--- src/rtl/mvau_pkg.sv ---
// Shared types and constants for the MVAU weight and activation stream paths.
package mvau_pkg;

    // Default lane geometry of a weight word
    localparam int unsigned Simd  = 2;
    localparam int unsigned Tw    = 1;
    localparam int unsigned WordW = Simd * Tw;

    typedef logic [WordW-1:0] wgt_word_t;

    // Output buffer depth: one slot for the word in flight plus one for backpressure
    localparam int unsigned FifoDepth = 2;

endpackage

--- src/rtl/mvau_skid_fifo.sv ---
// Two-entry register FIFO with push/pop and occupancy output.
// The caller guarantees no push when full and no pop when empty.
module mvau_skid_fifo
    import mvau_pkg::*;
#(
    parameter int unsigned Width = 3
) (
    input  logic                               clk_i,
    input  logic                               rst_ni,
    input  logic                               push_i,
    input  logic [Width-1:0]                   data_i,
    input  logic                               pop_i,
    output logic [Width-1:0]                   data_o,
    output logic [$clog2(FifoDepth+1)-1:0]     cnt_o
);

    localparam int unsigned PtrW = $clog2(FifoDepth);
    localparam int unsigned CntW = $clog2(FifoDepth + 1);

    logic [Width-1:0] mem_q [FifoDepth];
    logic [PtrW-1:0]  wr_ptr_q;
    logic [PtrW-1:0]  rd_ptr_q;
    logic [CntW-1:0]  cnt_q;
    logic [CntW-1:0]  cnt_d;

    // Occupancy next state; simultaneous push and pop leaves it unchanged
    always_comb begin
        cnt_d = cnt_q;
        unique case ({push_i, pop_i})
            2'b10:   cnt_d = cnt_q + CntW'(1);
            2'b01:   cnt_d = cnt_q - CntW'(1);
            default: cnt_d = cnt_q;
        endcase
    end

    // Storage, pointers and occupancy; depth 2 lets the pointers wrap naturally
    always_ff @(posedge clk_i or negedge rst_ni) begin
        if (!rst_ni) begin
            for (int i = 0; i < int'(FifoDepth); i++) begin
                mem_q[i] <= '0;
            end
            wr_ptr_q <= '0;
            rd_ptr_q <= '0;
            cnt_q    <= '0;
        end else begin
            if (push_i) begin
                mem_q[wr_ptr_q] <= data_i;
                wr_ptr_q        <= wr_ptr_q + PtrW'(1);
            end
            if (pop_i) begin
                rd_ptr_q <= rd_ptr_q + PtrW'(1);
            end
            cnt_q <= cnt_d;
        end
    end

    assign data_o = mem_q[rd_ptr_q];
    assign cnt_o  = cnt_q;

endmodule

--- src/rtl/mvau_weight_streamer.sv ---
// Weight memory read controller: circular address generation, one-cycle read
// latency absorption, and a bubble-free valid/ready weight stream.
module mvau_weight_streamer
    import mvau_pkg::*;
#(
    parameter int unsigned SIMD         = 2,
    parameter int unsigned TW           = 1,
    parameter int unsigned WMEM_DEPTH   = 4,
    parameter int unsigned WMEM_ADDR_BW = 4
) (
    input  logic                    aclk,
    input  logic                    aresetn,
    output logic [WMEM_ADDR_BW-1:0] wmem_addr,
    input  logic [SIMD*TW-1:0]      wmem_in,
    output logic                    wgt_valid,
    input  logic                    wgt_ready,
    output logic [SIMD*TW-1:0]      wgt_data,
    output logic                    wgt_last
);

    localparam int unsigned WordW = SIMD * TW;
    localparam int unsigned CntW  = $clog2(FifoDepth + 1);
    localparam logic [WMEM_ADDR_BW-1:0] LastAddr = WMEM_ADDR_BW'(WMEM_DEPTH - 1);

    logic [WMEM_ADDR_BW-1:0] addr_q;
    logic [WMEM_ADDR_BW-1:0] addr_d;
    logic                    rd_pending_q;
    logic                    last_pend_q;
    logic [CntW-1:0]         fifo_cnt;
    logic                    pop;
    logic                    rd_issue;
    logic [2:0]              occ_after;

    assign pop = wgt_valid & wgt_ready;

    // Issue only if the word would still fit after this cycle's pop and pending push
    always_comb begin
        occ_after = 3'(fifo_cnt) + 3'(rd_pending_q) - 3'(pop);
        rd_issue  = occ_after < 3'(FifoDepth);
    end

    // Circular address advance on each issued read
    always_comb begin
        addr_d = addr_q;
        if (rd_issue) begin
            addr_d = (addr_q == LastAddr) ? '0 : addr_q + WMEM_ADDR_BW'(1);
        end
    end

    // Address counter and in-flight read tracking (data plus its last flag)
    always_ff @(posedge aclk or negedge aresetn) begin
        if (!aresetn) begin
            addr_q       <= '0;
            rd_pending_q <= 1'b0;
            last_pend_q  <= 1'b0;
        end else begin
            addr_q       <= addr_d;
            rd_pending_q <= rd_issue;
            if (rd_issue) begin
                last_pend_q <= (addr_q == LastAddr);
            end
        end
    end

    mvau_skid_fifo #(
        .Width (WordW + 1)
    ) u_fifo (
        .clk_i  (aclk),
        .rst_ni (aresetn),
        .push_i (rd_pending_q),
        .data_i ({last_pend_q, wmem_in}),
        .pop_i  (pop),
        .data_o ({wgt_last, wgt_data}),
        .cnt_o  (fifo_cnt)
    );

    assign wmem_addr = addr_q;
    assign wgt_valid = (fifo_cnt != '0);

endmodule

--- config.mk ---
export PLATFORM = sky130hd
export DESIGN_NAME = mvau_weight_streamer
export DESIGN_NICKNAME = d
export VERILOG_FILES = /design/src/rtl/mvau_pkg.sv /design/src/rtl/mvau_skid_fifo.sv /design/src/rtl/mvau_weight_streamer.sv
export SDC_FILE = /design/constraint.sdc
export NUM_CORES = 1
export LEC_CHECK = 0
export CAP_MARGIN = 20
export CORE_MARGIN = 2
export CORE_UTILIZATION = 53
export CTS_CLUSTER_SIZE = 25
export DETAILED_ROUTE_END_ITERATION = 8
export PLACE_DENSITY = 0.86
export SETUP_SLACK_MARGIN = 0.02
export SLEW_MARGIN = 30
export SYNTH_ARGS = -nofsm -noshare
export SYNTH_HDL_FRONTEND = slang
export SYNTH_SLANG_ARGS = --single-unit
--- constraint.sdc ---
create_clock -name aclk -period 7.9 [get_ports aclk]
set_clock_uncertainty 0.1 [all_clocks]
set_input_delay 0.79 -clock aclk [delete_from_list [all_inputs] [get_ports aclk]]
set_output_delay 0.79 -clock aclk [all_outputs]
set_load 0.01 [all_outputs]
==> flow_summary.yaml <==
power:
  irDropWorstVdd_v: 0.000254
  power_density_nw_per_um2: 465
  leakage_nw: 0.433
drt:
  post-route-drc-count: 0
  wl_um: 1170
  vias: 457
  wire_per_inst_um: 13.4
  vias_per_std_cell: 5.25
  firstDrtPassIters: 2
  final_antenna_net_count: 0
  initialDrtViolationCount: 2
clock_network:
  ctsRootBufferMaster: "sky130_fd_sc_hd__clkbuf_4"
  ctsHtreeMaxLevel: 1
  clock_edge_transition_at_the_registers_on_the_reported_setup_and_hold_paths_ps: 100
  postCtsHoldBufs: 0
  numCtsBuffers: 3
  tritoncts_num_sinks: 16
  cts.repair_timing.setup_buffer_count: 0
  cts_tree: "done"
  cts-root-to-sink-buffers: 2
  ctsResizeCount: 0
  clock_insertion_delay_worst_skew_ps: 280
floorplanning:
  num_io_pins: 13
  die_y_um: 42.0
  die-area_um2: 1770
  dieWidth_um: 42.0
  start_util_pct: 57.5
  rows: 13
  coreArea_um2: 1330
worst_hold_path:
  min_delay_worst_endpoint: "u_fifo.wr_ptr_q"
  min-delay-path-class: "register to register"
  min_delay_path_depth: 1
  min_from: "u_fifo.wr_ptr_q"
critical_path:
  regToRegEndpoint: "wmem_addr[1]"
  critical_path_arrival_ps: 2850
  reg2reg_setup_slack_ps: 5220
  worstRegToRegCells: 8
  cp-start-kind: "input pin"
  r2r_start: "u_fifo.cnt_o[1]"
  path_class: "input pin to register"
  critPathCaptureType: "register"
  critical_path_peak_fanout: 5
  worst_ep_required_time_ps: 7980
timing:
  timing.final.max_slew_violations: 0
  finalHoldViolCount: 0
  tightestPinTransition_ps: 660
  unrepaired_setup_endpoints_after_global_routing: "no"
  highest_achievable_clock_rate_ghz: 0.361
  setup-tns-final_ps: 0
  setup_viol: 0
  slew-limit-headroom_pct: 55.9
  fin_crit_ps: 2770
  period_share_pct: 35.1
  final.setup.worst_slack_ps: 5130
logic_synthesis:
  syn_inst: 56
  synth.yosys.warnings: 0
  netlist_area_um2: 767
  synth_top_family_by_area: "multiplexers"
  yosys.area_share.adder_pct: 7.50
  flip_flop_and_latch_count_after_synthesis: 16
  yosys.area_share.simple_pct: 9.62
  synth-compound-area-share_pct: 1.14
  postSynthNetCount: 65
  synth.yosys.seq_area_share_pct: 52.2
  synthXorXnorAreaFrac_pct: 8.97
  postSynthAreaPerCell_um2: 13.7
  synth.distinct_cells: 20
  muxShareOfSynthArea_pct: 19.1
final_layout:
  design.final.nets: 82
  final_layout_size_suffix_gt1_share_pct: 27.8
  flow.area_growth_from_synthesis_pct: 22.8
  n_fill_cell: 93
  antenna_cells_inserted: 0
  layout.cells.most_common: "sky130_fd_sc_hd__dfrtp_1"
  most-common-layout-cells: "sky130_fd_sc_hd__dfrtp_1, sky130_fd_sc_hd__clkdlybuf4s50_1, sky130_fd_sc_hd__mux2_2"
  layoutNonFillerInstCount: 87
run_status:
  status: "finished clean"
placement:
  dp_cells: 83
  place.gp.congestion: 0.740
  place_worst_setup_slack_ps: 4810
  post-dp-hpwl_um: 903
  io_buffers: 12
global_route:
  grt_start_max_net_pins: 17
  wire_length_of_the_first_global_routing_pass_um: 2020
  gr-total-overflow: 0
  number_of_global_route_vias_before_repair: 472
  track_usage_pct: 15.5
  grt_antenna_before_repair: 0
run:
  maxCapViolCount: 0
## state kept, by name (all words and copies together) (netlist names)
| register | cells |
|---|---|
| u_fifo.mem_q | 6 |
| wmem_addr | 4 |
| u_fifo.cnt_o | 2 |
| last_pend_q | 1 |
| rd_pending_q | 1 |
| u_fifo.rd_ptr_q | 1 |
| u_fifo.wr_ptr_q | 1 |
## synthesized netlist by cell type
cell type                   number  area share (%)
sky130_fd_sc_hd__ha_1            3             4.9
sky130_fd_sc_hd__and3_1          1            0.82
sky130_fd_sc_hd__inv_1           3             1.5
sky130_fd_sc_hd__dfrtp_1        16              52
sky130_fd_sc_hd__nand2_2         1            0.82
sky130_fd_sc_hd__nand2b_1        1            0.82
sky130_fd_sc_hd__nand3_1         2             1.3
sky130_fd_sc_hd__mux2_2          9              13
sky130_fd_sc_hd__nor3b_1         1            0.98
sky130_fd_sc_hd__nor2_1          3             1.5
sky130_fd_sc_hd__or2_2           1            0.82
sky130_fd_sc_hd__xor2_1          3             3.4
sky130_fd_sc_hd__o2bb2ai_1       1             1.1
sky130_fd_sc_hd__xnor2_1         3             3.4
sky130_fd_sc_hd__mux2_4          3             5.9
sky130_fd_sc_hd__nand3b_1        1            0.98
sky130_fd_sc_hd__and2_4          1             1.1
sky130_fd_sc_hd__nand2_1         1            0.49
sky130_fd_sc_hd__fa_1            1             2.6
sky130_fd_sc_hd__xnor2_2         1             2.1
## critical path: stages
cell	delay, ps
sky130_fd_sc_hd__clkdlybuf4s50_1	450
sky130_fd_sc_hd__and2_4	140
sky130_fd_sc_hd__ha_1	210
sky130_fd_sc_hd__nand2b_1	150
sky130_fd_sc_hd__fa_1	410
sky130_fd_sc_hd__xnor2_2	220
sky130_fd_sc_hd__nand2_2	150
sky130_fd_sc_hd__mux2_4	320
## worst max-delay path by stage
| stage | start | to | slack (ps) |
|---|---|---|---|
| 2_1_floorplan | u_fifo.cnt_o[1] | last_pend_q | 5330 |
| 3_3_place_gp | wgt_ready | wmem_addr[1] | 4860 |
| 3_5_place_dp | wgt_ready | wmem_addr[1] | 4810 |
| 4_1_cts | wgt_ready | wmem_addr[1] | 5120 |
| 5_1_grt | wgt_ready | wmem_addr[1] | 5070 |
| 6_report | wgt_ready | wmem_addr[1] | 5130 |
## layer usage
layer / wire length [µm] / vias to the layer above / share of wire [%] / track usage, %
met4: 10 / 0 / 0.86 / 9.38
met5: 0 / - / 0 / 0
li1: - / 222 / - / -
met2: 564 / 10 / 48 / 25.6
met1: 542 / 223 / 46 / 18.9
met3: 51 / 2 / 4.4 / 2.59
## kinds of logic (layout without fill, tap and decap cells)
| logic type | count (synthesis) | count (layout) |
|---|---|---|
| buf+inv | 3 | 19 |
| mux | 12 | 12 |
| compound gates | 1 | 1 |
| fa+ha+maj | 4 | 4 |
| xor+xnor | 7 | 7 |
| flops | 16 | 16 |
| simple gates | 13 | 13 |
## per-stage QoR
step	power, mW	util, %	hold WS, ps	instance area (µm²)
finish	0.438	70.6	400	942
global placement	0.379	67.9	379	906
detailed placement	0.388	67.9	384	906
CTS	0.444	70.6	401	942
floorplan	0.312	-	363	767
global route	0.467	70.6	424	942
## final cells by class
cell class | instances | area, µm² | area share, %
Clock buffer | 4 | 36.3 | 3.85
Inverter | 3 | 11.3 | 1.20
Multi-Input combinational cell | 37 | 355 | 37.7
Sequential cell | 16 | 400 | 42.5
Tap cell | 15 | 18.8 | 1.99
Timing Repair Buffer | 12 | 120 | 12.7
## power by group
group | leakage [nW] | internal, mW | switching (mW)
sequential | 0.195 | 0.120 | 0.0369
combinational | 0.216 | 0.137 | 0.0902
clock | 0.0210 | 0.0280 | 0.0252
total | 0.433 | 0.286 | 0.152
Note: power is estimated with default switching activity, not from simulation.
